File: config.mk
export PLATFORM = sky130hd
export DESIGN_NAME = tile_drawer
export DESIGN_NICKNAME = d
export VERILOG_FILES = /design/src/rtl/tile_pkg.sv /design/src/rtl/tile_drawer_raster_counter.sv /design/src/rtl/tile_drawer.sv
export SDC_FILE = /design/constraint.sdc
export NUM_CORES = 1
export LEC_CHECK = 0
export CAP_MARGIN = 20
export CORE_MARGIN = 2
export CORE_UTILIZATION = 60
export DETAILED_ROUTE_END_ITERATION = 12
export GPL_ROUTABILITY_DRIVEN = 0
export HOLD_SLACK_MARGIN = 0.06
export MAX_ROUTING_LAYER = met4
export PLACE_DENSITY = 0.95
export REMOVE_ABC_BUFFERS = 1
export SLEW_MARGIN = 20
export SYNTH_ARGS = -nofsm -noshare
export SYNTH_HDL_FRONTEND = slang
export SYNTH_SLANG_ARGS = --single-unit
export TNS_END_PERCENT = 100
File: constraint.sdc
create_clock -name clk -period 8.9 [get_ports clk]
set_clock_uncertainty 0.15 [all_clocks]
set_input_delay 1.78 -clock clk [delete_from_list [all_inputs] [get_ports clk]]
set_output_delay 1.78 -clock clk [all_outputs]
set_load 0.005 [all_outputs]
File: src/rtl/tile_pkg.sv
// rtl/tile_pkg.sv - shared screen, tile, colour and state definitions for the tile engine
package tile_pkg;

  localparam int TILE_SIZE = 8;
  localparam int SCREEN_W  = 160;
  localparam int SCREEN_H  = 120;
  localparam int X_W       = 8;
  localparam int Y_W       = 7;
  localparam int COLOUR_W  = 3;

  localparam logic [COLOUR_W-1:0] COLOUR_BLACK   = 3'b000;
  localparam logic [COLOUR_W-1:0] COLOUR_BLUE    = 3'b001;
  localparam logic [COLOUR_W-1:0] COLOUR_GREEN   = 3'b010;
  localparam logic [COLOUR_W-1:0] COLOUR_CYAN    = 3'b011;
  localparam logic [COLOUR_W-1:0] COLOUR_RED     = 3'b100;
  localparam logic [COLOUR_W-1:0] COLOUR_MAGENTA = 3'b101;
  localparam logic [COLOUR_W-1:0] COLOUR_YELLOW  = 3'b110;
  localparam logic [COLOUR_W-1:0] COLOUR_WHITE   = 3'b111;

  typedef enum logic [1:0] {IDLE, DRAW, CLEAR, FINISH} state_e;

endpackage

File: src/rtl/tile_drawer_raster_counter.sv
// rtl/tile_drawer_raster_counter.sv - 2-D raster counter with runtime limits, cx fastest
module raster_counter #(
  parameter int XW = 8,
  parameter int YW = 7
) (
  input  logic          clk,
  input  logic          reset,
  input  logic          clear,
  input  logic          enable,
  input  logic [XW-1:0] xmax,
  input  logic [YW-1:0] ymax,
  output logic [XW-1:0] cx,
  output logic [YW-1:0] cy,
  output logic          last
);

  logic [XW-1:0] cx_q, cx_d;
  logic [YW-1:0] cy_q, cy_d;
  logic          x_end, y_end;

  always_comb begin
    x_end = (cx_q == xmax - XW'(1));
    y_end = (cy_q == ymax - YW'(1));
    cx_d  = cx_q;
    cy_d  = cy_q;
    if (clear) begin
      cx_d = '0;
      cy_d = '0;
    end else if (enable) begin
      if (x_end) begin
        cx_d = '0;
        cy_d = y_end ? '0 : cy_q + YW'(1);
      end else begin
        cx_d = cx_q + XW'(1);
      end
    end
  end

  always_ff @(posedge clk) begin
    if (reset) begin
      cx_q <= '0;
      cy_q <= '0;
    end else begin
      cx_q <= cx_d;
      cy_q <= cy_d;
    end
  end

  assign cx   = cx_q;
  assign cy   = cy_q;
  assign last = x_end && y_end;

endmodule

File: src/rtl/tile_drawer.sv
// rtl/tile_drawer.sv - turns a tile-draw or screen-clear command into registered VGA pixel writes
module tile_drawer
  import tile_pkg::*;
(
  input  logic                clk,
  input  logic                reset,
  input  logic                start,
  input  logic                op,
  input  logic [X_W-1:0]      tile_x,
  input  logic [Y_W-1:0]      tile_y,
  input  logic [COLOUR_W-1:0] tile_colour,
  output logic                ready,
  output logic                done,
  output logic [X_W-1:0]      vga_x,
  output logic [Y_W-1:0]      vga_y,
  output logic [COLOUR_W-1:0] vga_colour,
  output logic                vga_plot
);

  state_e                state_q, state_d;
  logic                  op_q, op_d;
  logic [X_W-1:0]        tile_x_q, tile_x_d;
  logic [Y_W-1:0]        tile_y_q, tile_y_d;
  logic [COLOUR_W-1:0]   colour_q, colour_d;
  logic                  ready_q, ready_d;
  logic                  done_q, done_d;
  logic                  plot_q, plot_d;
  logic [X_W-1:0]        vga_x_q, vga_x_d;
  logic [Y_W-1:0]        vga_y_q, vga_y_d;
  logic [COLOUR_W-1:0]   vga_colour_q, vga_colour_d;
  logic                  last_emit_q, last_emit_d;

  logic                  idle, is_clear, on_screen;
  logic [X_W-1:0]        cmd_x, cx, xmax;
  logic [Y_W-1:0]        cmd_y, cy, ymax;
  logic [COLOUR_W-1:0]   cmd_colour;
  logic [X_W:0]          xsum;
  logic [Y_W:0]          ysum;
  logic                  cnt_clear, cnt_en, cnt_last;

  // The counter holds the pixel emitted on the next edge, so outputs stay registered.
  raster_counter #(.XW(X_W), .YW(Y_W)) u_raster (
    .clk    (clk),
    .reset  (reset),
    .clear  (cnt_clear),
    .enable (cnt_en),
    .xmax   (xmax),
    .ymax   (ymax),
    .cx     (cx),
    .cy     (cy),
    .last   (cnt_last)
  );

  always_comb begin
    idle       = (state_q == IDLE);
    is_clear   = idle ? op          : op_q;
    cmd_x      = idle ? tile_x      : tile_x_q;
    cmd_y      = idle ? tile_y      : tile_y_q;
    cmd_colour = idle ? tile_colour : colour_q;
    xmax       = is_clear ? X_W'(SCREEN_W) : X_W'(TILE_SIZE);
    ymax       = is_clear ? Y_W'(SCREEN_H) : Y_W'(TILE_SIZE);
    // Wide sums so off-screen pixels clip instead of wrapping.
    xsum       = {1'b0, cmd_x} + {1'b0, cx};
    ysum       = {1'b0, cmd_y} + {1'b0, cy};
    on_screen  = (xsum < (X_W+1)'(SCREEN_W)) && (ysum < (Y_W+1)'(SCREEN_H));

    state_d      = state_q;
    op_d         = op_q;
    tile_x_d     = tile_x_q;
    tile_y_d     = tile_y_q;
    colour_d     = colour_q;
    ready_d      = 1'b0;
    done_d       = 1'b0;
    plot_d       = 1'b0;
    vga_x_d      = vga_x_q;
    vga_y_d      = vga_y_q;
    vga_colour_d = vga_colour_q;
    last_emit_d  = 1'b0;
    cnt_clear    = 1'b0;
    cnt_en       = 1'b0;

    case (state_q)
      IDLE: begin
        if (start) begin
          op_d     = op;
          tile_x_d = tile_x;
          tile_y_d = tile_y;
          colour_d = tile_colour;
          state_d  = op ? CLEAR : DRAW;
          cnt_en   = 1'b1;
        end else begin
          ready_d   = 1'b1;
          cnt_clear = 1'b1;
        end
      end
      DRAW, CLEAR: begin
        if (last_emit_q) begin
          state_d   = FINISH;
          done_d    = 1'b1;
          cnt_clear = 1'b1;
        end else begin
          cnt_en      = 1'b1;
          last_emit_d = cnt_last;
        end
      end
      FINISH: begin
        state_d = IDLE;
        ready_d = 1'b1;
      end
      default: begin
        state_d = IDLE;
        ready_d = 1'b1;
      end
    endcase

    if (cnt_en) begin
      vga_x_d      = is_clear ? cx : xsum[X_W-1:0];
      vga_y_d      = is_clear ? cy : ysum[Y_W-1:0];
      vga_colour_d = is_clear ? COLOUR_BLACK : cmd_colour;
      plot_d       = is_clear || on_screen;
    end
  end

  always_ff @(posedge clk) begin
    if (reset) begin
      state_q      <= IDLE;
      op_q         <= 1'b0;
      tile_x_q     <= '0;
      tile_y_q     <= '0;
      colour_q     <= '0;
      ready_q      <= 1'b1;
      done_q       <= 1'b0;
      plot_q       <= 1'b0;
      vga_x_q      <= '0;
      vga_y_q      <= '0;
      vga_colour_q <= '0;
      last_emit_q  <= 1'b0;
    end else begin
      state_q      <= state_d;
      op_q         <= op_d;
      tile_x_q     <= tile_x_d;
      tile_y_q     <= tile_y_d;
      colour_q     <= colour_d;
      ready_q      <= ready_d;
      done_q       <= done_d;
      plot_q       <= plot_d;
      vga_x_q      <= vga_x_d;
      vga_y_q      <= vga_y_d;
      vga_colour_q <= vga_colour_d;
      last_emit_q  <= last_emit_d;
    end
  end

  assign ready      = ready_q;
  assign done       = done_q;
  assign vga_plot   = plot_q;
  assign vga_x      = vga_x_q;
  assign vga_y      = vga_y_q;
  assign vga_colour = vga_colour_q;

endmodule

# Word level (Yosys, flattened, before mapping)
# Cells that the tools add are included.
[totals] register_bits=58 latch_bits=0 ramBits=0 romBits=0 inputBits=22 output_inout_bits=21 memories=0
[op_classes] addsub=6 multipliers=0 n_div=0 n_lt_le_gt_ge=2 eq_ne=7 n_shift=0 mux=22 bitwise=2 reduce_logical=12
[ops] cell="8-bit 2-to-1 mux" n=4
[ops] cell="7-bit 2-to-1 mux" n=4
[ops] cell="8-bit by 8-bit adder with 9-bit output" n=1
[ops] cell="9-bit by 8-bit < comparator with 1-bit output, second input constant" n=1
[ops] cell="7-bit by 7-bit adder with 8-bit output" n=1
[ops] cell="8-bit by 1-bit adder with 8-bit output, second input constant" n=1
[ops] cell="8-bit equality test" n=1
[ops] cell="8-bit by 7-bit < comparator with 1-bit output, second input constant" n=1
[ops] cell="2-bit OR reduction" n=4
[ops] cell="8-bit by 1-bit subtractor with 8-bit output, second input constant" n=1
[ops] cell="7-bit by 1-bit adder with 7-bit output, second input constant" n=1
[ops] cell="7-bit equality test" n=1
[ops] cell="7-bit by 1-bit subtractor with 7-bit output, second input constant" n=1
[ops] cell="2-bit 2-to-1 mux" n=3
[ops] cell="3-bit 2-to-1 mux" n=2
[ops] cell="1-bit one-hot mux with 2 select lines" n=3
[ops] cell="2-bit one-hot mux with 3 select lines" n=1
[ops] cell="2-bit AND reduction" n=3
[ops] cell="1-bit 2-to-1 mux" n=5
[ops] cell="2-bit equality test, second input constant" n=2
[ops] cell="2-bit inequality test, second input constant" n=2
[ops] cell="3-bit OR reduction" n=1
[ops] cell="2-bit by 1-bit equality test with 1-bit output, second input constant" n=1
[ops] cell="1-bit logical AND" n=2
[ops] cell="other kinds (3)" n=4

# Logic depth before layout (Yosys ltp)
# Gate-level depths: netlist (run 1).
[depth] depth_word=6 mapped_depth=13 mapped_depth_nobuf=11

# Cells and area by module
# A second synthesis (run 1) with hierarchy kept.
[hier_totals] cells_unflattened=482 hier_area_um2=3942.5
[by_module_without_submodules] mod="tile_drawer" instances=1 cells_each=330 area_per_inst_um2=2738.9 seq_area_each_um2=860.8
[by_module_without_submodules] mod="raster_counter" instances=1 cells_each=152 area_per_inst_um2=1203.7 seq_area_each_um2=300.3

# Worst setup path after synthesis (run 1)
# Ideal clock, no wire load.
[synth_path] path_kind="input-to-reg" startpoint="input port tile_y[0]" endpoint="register vga_y_q[4], in the netlist vga_y[4]" setup_time_ps=131 t_arrival_ps=3409 required_ps=8619 path_slack_ps=5210 cell_stages=9 n_path_buf=0 cell_sequence="mux2_2 -> ha_1 -> inv_1 -> fa_1 -> nor2b_1 -> o21ai_0 -> and4_1 -> a2111oi_0 -> nor3_1"
[synth_via] elab_chain_cells=3
[synth_lines] item="start, declared" line="tile_drawer.sv:10" rtl="input logic [Y_W-1:0] tile_y,"
[synth_lines] item="7-bit 2-to-1 mux" line="tile_drawer.sv:58" rtl="cmd_y = idle ? tile_y : tile_y_q;"
[synth_lines] item="7-bit by 7-bit adder with 8-bit output" line="tile_drawer.sv:64" rtl="ysum = {1'b0, cmd_y} + {1'b0, cy};"
[synth_lines] item="7-bit 2-to-1 mux" line="tile_drawer.sv:118" rtl="vga_y_d = is_clear ? cy : ysum[Y_W-1:0];"
[synth_lines] item="end signal, assigned" line="tile_drawer.sv:148" rtl="vga_y_q <= vga_y_d;"
[synth_lines] item="end, declared" line="tile_drawer.sv:29" rtl="logic [Y_W-1:0] vga_y_q, vga_y_d;"
# No other way between the ends.
# A chain may end at the register's enable or synchronous reset.

# Worst setup path in the final report (run 1)
[layout_path] startpoint="input port start" endpoint="register u_raster.cx_q[7], in the netlist u_raster.cx[7]"
[layout_via] elab_chain_cells=3 elab_cells_between_ends=5 classes_between="mux: 4; reduce/logical: 1"
[layout_lines] item="start, declared" line="tile_drawer.sv:7" rtl="input logic start,"
[layout_lines] item="1-bit 2-to-1 mux" line="tile_drawer.sv:84" rtl="if (start) begin"
[layout_lines] item="1-bit one-hot mux with 2 select lines" line="tile_drawer.sv:82" rtl="case (state_q)"
[layout_lines] item="2-bit OR reduction (no source line)"
[layout_lines] item="end signal, assigned" line="tile_drawer_raster_counter.sv:41" rtl="cx_q <= '0;"
[layout_lines] item="end signal, assigned" line="tile_drawer_raster_counter.sv:44" rtl="cx_q <= cx_d;"
[layout_lines] item="end, declared" line="tile_drawer_raster_counter.sv:17" rtl="logic [XW-1:0] cx_q, cx_d;"
# Several ways; a longest one is shown, not always the timed one.

==> impl_metrics.ini, run 1 <==
[route]
vias = 3244
routed_via_density = 6.14
drt_iter0_drc = 340
detail_route.wl_per_cell_um = 16.2
ant_nets = 0
drtPass1Iterations = 5
drcViolationCount = 0
totalWireLength_um = 8570

[power]
switching_share_pct = 40.6
internal_power_w = 0.000653
p_sw_w = 0.000446
seqPwrFrac_pct = 31.5
p_per_area_mw_per_mm2 = 270
ir_drop_mv = 0.274
pwr-share-clk_pct = 19.4
power.leakage_nw = 1.54
combinationalPowerShare_pct = 49.1

[critical_path]
reg2reg_slack_ns = 5.64
crit_family = compound AO/OA/AOI/OAI gates
end_kind = flip-flop
r2r-end = vga_y[4]
cp_slowest_stage_delay_ns = 0.93
path_cells = clkdlybuf4s50_1 -> nand2_1 -> a21o_1 -> o21ai_0 -> nor2_1
cp-start-kind = input pin
slowest_stage = a21o_1
cp_num_buf_inv = 1
cp-startpoint = start
rr_startpoint = state_q[0]
cp_num_cells = 5
criticalPathCategory = input pin to flip-flop
cp.required_ns = 9.03
cp_max_fo = 27
reg2reg_depth = 12
endpoint = u_raster.cx[7]
crit_arrival_ns = 4.36

[timing]
setup_violations = 0
min_period_ns = 4.22
timing.final.crit_share_pct = 47.4
hold_viol_final = 0
setup_slack_ns = 4.68
finalMaxSlewViolations = 0
fmax_mhz = 237
rsz0062_at_grt = no
relSlewSlack_pct = 27.7
tns_ns = 0
worstMarginPinSlew_ns = 1.08

[layout]
area_delta_synth_final_pct = 17.7
final_util_pct = 73.4
nets = 496
drive_gt1_share_pct = 9.43
n_antenna_cell = 0

[clock_tree]
insertion_delay_ns = 0.35
postCtsHoldBufs = 0
postCtsSetupBuffers = 0
clockBufferDepth = 2
cts_buffers = 9
cts_tree = done
htree_levels = 3
cts.sinks = 58
cts-resized-gates = 0
clk_pin_slew_ns = 0.07
cts-root-buf = clkbuf_8

[global_route]
grt_max_degree = 46
antenna_found_initial = 0
grtUsageTotal_pct = 29.1
overflow = 0
grt_pass1_wl_um = 14200
grt_pass1_vias = 3106

[synthesis]
syn_inst = 417
ys_warn_count = 0
synth_seq_cells = 58
avgSynthCellArea_sq_um = 8.29
synth-compound-area-share_pct = 20.8
synth_top_family_by_area = simple AND/OR/NAND/NOR gates
yosysTopAreaCellShare_pct = 33.6
async_reset_ff_share_pct = 0
muxShareOfSynthArea_pct = 6.77
synth_area_sq_mm = 0.00346
synth_fa_ha_area_share_pct = 8.76
ys_seq_area_share_pct = 33.6
yosys.area_share.simple_pct = 22.1
yosys.area.top_type = dfxtp_1
ys_types = 55
synth_edf_count = 0
synth_flop_cell = dfxtp_1
synth_area_leaders = dfxtp_1 (34%), nand2_1 (8.3%), ha_1 (7.6%), a21oi_1 (5.4%), mux2_2 (4.9%)
synthXorXnorAreaFrac_pct = 4.05

[place]
hpwl_um = 5600
dp_slack_ns = 4.38
port_buffers = 42

[run]
drv_cap = 0

[floorplanning]
die_area_sq_mm = 0.00638
io_pins = 43
rows = 27
die_h_um = 79.9
core_region_area_sq_mm = 0.00554
die_w_um = 79.9
start_util_pct = 62.4

[min_path]
min_path_type = flip-flop to flip-flop
hold_depth = 2

[run_status]
status = finished clean
-- cells in the mapped netlist, types with 3 or more instances --
cell and number:
mux2i_1 5, inv_1 10, o211ai_1 4, or3_1 3, a311oi_1 9, or2_2 3
clkbuf_1 19, nand2_1 76, nor4_1 4, xnor2_1 12, a21oi_1 37, mux2_2 15
nor3_1 15, ha_1 21, o21a_1 3, o21ai_0 8, a211oi_1 9, nand3_1 3
nor2b_1 4, a21o_1 4, xor2_1 4, nor3b_1 3, nand2b_1 6, or4_1 3
dfxtp_1 58, nor2_1 38, nand4_1 5
-- worst min-delay path by stage --
stage | end | startpoint | slack, ns
final | tile_y_q[6] | tile_y_q[6] | 0.30
after global routing | tile_y_q[6] | tile_y_q[6] | 0.33
after CTS | tile_y_q[6] | tile_y_q[6] | 0.31
after detailed placement | colour_q[0] | colour_q[0] | 0.30
after global placement | tile_x_q[5] | tile_x_q[5] | 0.29
after floorplan | tile_x_q[0] | tile_x_q[0] | 0.28
-- per-stage QoR --
stage / total power [W] / cell area, sq um / cells / hold slack (ns)
finish: 0.00110 / 4070 / 528 / 0.304
global route: 0.00117 / 4070 / 528 / 0.328
CTS: 0.00109 / 4070 / 528 / 0.307
detailed placement: 0.000875 / 3900 / 512 / 0.298
global placement: 0.000855 / 3900 / 512 / 0.289
floorplan: 0.000694 / 3360 / 394 / 0.278
-- sequential cells by signal (all words and copies together), names as in the netlist --
register	cells
colour_q	3
done	1
last_emit_q	1
op_q	1
ready	1
state_q	2
tile_x_q	8
tile_y_q	7
u_raster.cx	8
u_raster.cy	7
vga_colour	3
vga_plot	1
vga_x	8
vga_y	7
-- final cells by class --
class                   instances  area (sq um)
clock inverters                 3          15.0
inverters                      10          37.5
flip-flops and latches         58          1160
fillers                       402          1470
clock buffers                  13           149
repair buffers                 46           450
multi-input cells             326          2160
well taps                      72          90.1
-- worst register-to-register path, delay by kind of cell (launching register included) --
family                   cells  cell delay (ns)
AO/OA/AOI/OAI                2             0.53
adder cells (fa/ha/maj)      3             0.79
buffers and inverters        3             0.37
flip-flops                   1             0.35
multiplexers                 1             0.27
AND/OR/NAND/NOR              3             0.67
-- layer usage --
layer	track usage (%)	routed length (um)	vias to the layer above
met5	-	0	-
met4	10.7	174	0
met3	7.69	573	24
met2	44.7	4060	130
met1	37.0	3770	1534
li1	-	-	1556
-- placed cells by master (no fill, tap or decap), types with 4 or more instances in the layout --
master	Yosys	final
nand4_1	5	5
clkbuf_8	0	10
o21ai_0	8	8
clkdlybuf4s50_1	0	42
dfxtp_1	58	58
a21o_1	4	4
nor3_1	15	15
nand2_1	76	76
inv_1	10	10
a311oi_1	9	9
nor2_1	38	38
xor2_1	4	4
mux2i_1	5	5
nand2b_1	6	6
xnor2_1	12	12
o211ai_1	4	4
nor4_1	4	4
ha_1	21	21
a211oi_1	9	9
a21oi_1	37	36
nor2b_1	4	4
buf_4	1	4
mux2_2	15	15
-- cell families (layout without fill, tap and decap cells) --
family,count (synthesis),count (layout)
XOR/XNOR,16,16
AO/OA/AOI/OAI,97,97
flip-flops,58,58
multiplexers,21,21
adder cells (fa/ha/maj),23,23
buffers and inverters,33,72
AND/OR/NAND/NOR,169,169
-- power by group through the flow --
stage	combinational [W]	clock, W	sequential, W
2_1_floorplan	0.000346	0	0.000349
3_3_place_gp	0.000505	0	0.000349
3_5_place_dp	0.000523	0	0.000351
4_1_cts	0.000532	0.000212	0.000346
5_1_grt	0.000589	0.000226	0.000352
6_report	0.000539	0.000213	0.000346
Note: power is estimated with default switching activity, not from simulation.
==> inputs of run 2 (changes only) <==
- CORE_UTILIZATION: 60 -> 50
- PLACE_DENSITY: 0.95 -> 0.87
- clock period: 8.9 -> 3.5 ns (I/O delays scaled with it)
==> run 2 against run 1 <==
Against the previous run: clock power increased to 3.0 times the previous value; highest routed layer unchanged; critical path type is now flip-flop to flip-flop; largest cell class unchanged; worst hold slack improved by 0.0027 ns; largest power group unchanged; final cell count increased by 3.0%; core utilization decreased by 11 points; routed wire length increased by 3.0%.
==> impl_metrics.ini, run 2 (synthesis gave the netlist of run 1 again) <==
[run_status]
status = finished clean

[power]
ir_drop_mv = 0.430
power.leakage_nw = 1.60
p_sw_w = 0.00113
combinationalPowerShare_pct = 48.2
pwr-share-clk_pct = 21.8
switching_share_pct = 38.4
internal_power_w = 0.00181
power_w = 0.00294
seqPwrFrac_pct = 30.1
p_per_area_mw_per_mm2 = 703

[clock_tree]
postCtsSetupBuffers = 0
insertion_delay_ns = 0.34
postCtsHoldBufs = 0
cts_buffers = 9
cts.sinks = 58
htree_levels = 3
cts-root-buf = clkbuf_8
cts_tree = done
cts-resized-gates = 0
clockBufferDepth = 2
clk_pin_slew_ns = 0.07

[place]
port_buffers = 42
hpwl_um = 6180

[global_route]
overflow = 0
grt_pass1_vias = 3212
met1_usage_pct = 31.7
antenna_found_initial = 0
top_usage_layer = met2
grt_pass1_wl_um = 14900
grtUsageTotal_pct = 25.2
grt_max_degree = 28
grt.met2_usage_pct = 40.5
met3_usage_pct = 3.60

[timing]
timing.final.crit_share_pct = 88.8
worstMarginPinSlew_ns = 0.759
min_period_ns = 3.11
setup_violations = 0
hold_viol_final = 0
rsz0062_at_grt = no
fmax_mhz = 322
finalMaxSlewViolations = 0
relSlewSlack_pct = 48.0
tns_ns = 0

[route]
vias = 3298
totalWireLength_um = 8830
detail_route.wl_per_cell_um = 16.2
drt_iter0_drc = 268
ant_nets = 0
routed_via_density = 6.06
drcViolationCount = 0
drtPass1Iterations = 5

[critical_path]
reg2reg_slack_ns = 0.39
end_kind = flip-flop
cp.required_ns = 3.60
path_cells = inv_1 -> ha_1 -> buf_4 -> mux2_2 -> ha_1 -> a211o_1 -> o221ai_1 -> nor3b_1 -> o211ai_1 -> a211oi_1
criticalPathCategory = flip-flop to flip-flop
cp_slowest_stage_delay_ns = 0.39
cp-start-kind = flip-flop
cp_num_buf_inv = 2
crit_family = compound AO/OA/AOI/OAI gates
cp_max_fo = 15
path_common_cell = ha_1
slowest_stage = mux2_2
crit_arrival_ns = 3.21

[layout]
area_delta_synth_final_pct = 21.1
final_common_cell = nand2_1
n_antenna_cell = 0
nets = 505
mostFrequentLayoutCells = nand2_1 (76), dfxtp_1 (58), clkdlybuf4s50_1 (42)
drive_gt1_share_pct = 11.4

[floorplanning]
rows = 30
start_util_pct = 51.2
die_h_um = 87.2
die_area_sq_mm = 0.00760
io_pins = 43
core_region_area_sq_mm = 0.00676
die_w_um = 87.2

[min_path]
min_path_type = flip-flop to flip-flop

[run]
drv_cap = 0
==> run 2: cell types whose count changed in the layout (fill, tap and decap cells not counted), sizes merged <==
cell	delta
buf	+9
clkinv	-2
bufinv	+1
==> run 2: layout make-up <==
class	count	area, sq um
clock buffer	13	169
fill	513	2570
sequential	58	1160
multi-input combinational	326	2160
timing repair buffer	55	518
tap	80	100
clock inverter	2	35.0
inverter	10	37.5
==> run 2: power groups by stage <==
stage / logic (W) / registers, W / clock network, W
after floorplan: 0.000879 / 0.000887 / 0
final: 0.00142 / 0.000885 / 0.000640
after global routing: 0.00155 / 0.000899 / 0.000669
after global placement: 0.00134 / 0.000891 / 0
after detailed placement: 0.00139 / 0.000898 / 0
after CTS: 0.00141 / 0.000884 / 0.000639
==> run 2: metrics by stage <==
stage	cell area, sq um	setup WS (ns)	util (%)	hold WS, ns	std cells
finish	4190	0.390	61.9	0.307	544
global route	4190	0.215	61.9	0.315	544
CTS	4190	0.428	61.9	0.308	544
detailed placement	3980	0.182	58.9	0.300	529
global placement	3980	0.293	58.9	0.289	529
floorplan	3360	0.103	-	0.278	394
==> run 2: routing by layer <==
metal  wire length [um]  up-vias
met2               4280      133
met1               3810     1565
li1                   -     1577
met3                516       23
met5                  0        -
met4                216        0
==> run 2: worst paths after layout <==
| check | startpoint | to | depth (start not counted) |
|---|---|---|---|
| worst max-delay path | state_q[1] | vga_plot | 10 |
| worst min-delay path | tile_x_q[1] | tile_x_q[1] | 2 |
| worst max register to register | state_q[1] | vga_plot | 10 |
| worst min register to register | tile_x_q[1] | tile_x_q[1] | 2 |
==> run 2: tightest hold or removal path, cell delays in order, from the launching register on <==
cell and delay [ns]:
dfxtp_1 0.31, nand2_1 0.05, a21oi_1 0.05
==> inputs of run 3 (changes only) <==
- CELL_PAD_IN_SITES_DETAIL_PLACEMENT: default -> 1
- CELL_PAD_IN_SITES_GLOBAL_PLACEMENT: default -> 1
- CORE_UTILIZATION: 50 -> 39
- PLACE_DENSITY: 0.87 -> 0.88
- SYNTH_HIERARCHICAL: default -> 1
==> run 3 against run 2 <==
Against the previous run: setup slack worse by 0.29 ns; non-clock buffer count up 11; first-iteration DRC count down 33%; clock power up 19%; largest cell class unchanged; flip-flop and latch count unchanged; die area up 44%; design area up 19%; largest power group unchanged; highest routed layer unchanged.
==> impl_metrics.ini, run 3 <==
[global_route]
grt.met2_usage_pct = 45.5
overflow = 0
grt_max_degree = 27
top_usage_layer = met2
met1_usage_pct = 26.6
grtUsageTotal_pct = 24.5
grt_pass1_wl_um = 21200
antenna_found_initial = 0
grt_pass1_vias = 4331
met3_usage_pct = 4.68

[timing]
finalMaxSlewViolations = 0
rsz0062_at_grt = no
tns_ns = 0
relSlewSlack_pct = 44.2
worstMarginPinSlew_ns = 0.836
setup_violations = 0
setup_slack_ns = 0.0990
fmax_mhz = 294
timing.final.crit_share_pct = 97.2
hold_viol_final = 0
min_period_ns = 3.40

[floorplanning]
rows = 36
die_h_um = 105
die_area_sq_mm = 0.0109
start_util_pct = 40.3
core_region_area_sq_mm = 0.00977
die_w_um = 105
io_pins = 43

[run]
drv_cap = 0

[synthesis]
synth_flop_cell = dfxtp_1
async_reset_ff_share_pct = 0
synth_seq_cells = 58
ys_seq_area_share_pct = 29.5
synth_area_leaders = dfxtp_1 (29%), ha_1 (7.3%), nand2_1 (6.9%), mux2_2 (5.1%), a21oi_1 (4.4%)
yosys.area.top_type = dfxtp_1
synth_area_sq_mm = 0.00394
avgSynthCellArea_sq_um = 8.18
syn_inst = 482
yosysTopAreaCellShare_pct = 29.5
synth_common_cells = nand2_1 (72), dfxtp_1 (58), nor2_1 (42), a21oi_1 (35), ha_1 (23)
ys_warn_count = 6
yosysMostFrequentCell = nand2_1
synth_edf_count = 0
ys_types = 80

[clock_tree]
clk_pin_slew_ns = 0.07
postCtsHoldBufs = 0
cts_tree = done
cts-root-buf = clkbuf_8
cts_buffers = 9
insertion_delay_ns = 0.35
htree_levels = 3
clockBufferDepth = 2
cts.sinks = 58

[place]
place_area_sq_mm = 0.00469
port_buffers = 42
hpwl_um = 9280
dp_slack_ns = -0.620

[critical_path]
criticalPathCategory = input pin to flip-flop
end_kind = flip-flop
cp-start-kind = input pin
cp_slowest_stage_delay_ns = 0.48
crit_arrival_ns = 3.52
path_cells = dlygate4sd2_1 -> nand2_1 -> a21boi_4 -> inv_2 -> or3_4 -> or3b_2 -> xnor2_1 -> or4_4 -> or2_4 -> or3b_4 -> a21oi_2
cp_max_fo = 4
cp.required_ns = 3.62
slowest_stage = or3b_2

[power]
ir_drop_mv = 0.297
power.leakage_nw = 1.98
p_per_area_mw_per_mm2 = 720

[route]
routed_via_density = 5.58
drtPass1Iterations = 4
drcViolationCount = 0
detail_route.wl_per_cell_um = 18.3
drt_iter0_drc = 180
totalWireLength_um = 12900
ant_nets = 0
vias = 3925

[run_status]
status = finished clean

[layout]
drive_gt1_share_pct = 15.1
area_delta_synth_final_pct = 26.2
n_antenna_cell = 0
fin_area_sq_mm = 0.00497
nets = 613
final_common_cell = nand2_1
mostFrequentLayoutCells = nand2_1 (72), dfxtp_1 (57), nor2_1 (42)

[min_path]
min_path_type = flip-flop to flip-flop
==> run 3: cells by family after synthesis <==
kind of cell	after synthesis	synth area share [%]
simple gates	189	23.5
xor+xnor	28	6.22
buf+inv	43	4.76
other cells	2	0.190
fa+ha+maj	25	8.31
compound gates	118	22.2
mux	19	5.40
flops	58	29.5
==> run 3: final cells by class <==
| type | instances | area, sq um |
|---|---|---|
| multi-input combinational | 410 | 2740 |
| clock inverter | 6 | 105 |
| fill | 1214 | 4800 |
| clock buffer | 10 | 128 |
| sequential | 58 | 1160 |
| inverter | 21 | 78.8 |
| tap | 133 | 166 |
| timing repair buffer | 66 | 599 |
==> run 3: worst paths after layout <==
check                            startpoint  cells after the start  slack [ns]        endpoint
worst min-delay path            tile_y_q[0]                      2        0.31     tile_y_q[0]
worst min register to register  tile_y_q[0]                      2        0.31     tile_y_q[0]
worst max register to register   state_q[0]                     12        0.15  u_raster/cy[1]
worst max-delay path                     op                     11         0.1  u_raster/cy[1]
==> run 3: timing repair <==
| action | 4_1_cts | 5_1_grt |
|---|---|---|
| hold endpoints to repair | 0 | 0 |
| pin swaps | 1 | 4 |
| resized for setup | 4 | 5 |
| buffers inserted | 2 | 0 |
| endpoints found under the setup margin | 13 | 7 |
==> run 3: worst max-delay path, delay by kind of cell <==
kind	cells	cell delay, ns
buffers and inverters	2	0.32
xor gates and xnor gates	1	0.15
and+or+nand+nor	6	2.01
AOI/OAI and AO/OA	2	0.35
==> run 3: through the flow <==
step	total power [W]	util (%)	instances	hold slack, ns
final	0.00358	50.9	704	0.306
after global routing	0.00379	50.9	704	0.333
after CTS	0.00354	50.7	704	0.306
after detailed placement	0.00273	48.0	686	0.297
after global placement	0.00263	48.0	686	0.289
after floorplan	0.00203	-	489	0.276
==> run 3: per-layer routing <==
| metal | share of wire [%] | up-vias |
|---|---|---|
| li1 | - | 1862 |
| met1 | 40 | 1950 |
| met2 | 54 | 99 |
| met3 | 4.9 | 14 |
| met4 | 1.0 | 0 |
| met5 | 0 | - |
==> run 3: power by group <==
part           internal, W  switching, W
Sequential        0.000802     0.0000939
Combinational     0.000846       0.00108
Clock             0.000470      0.000290
Total              0.00212       0.00147
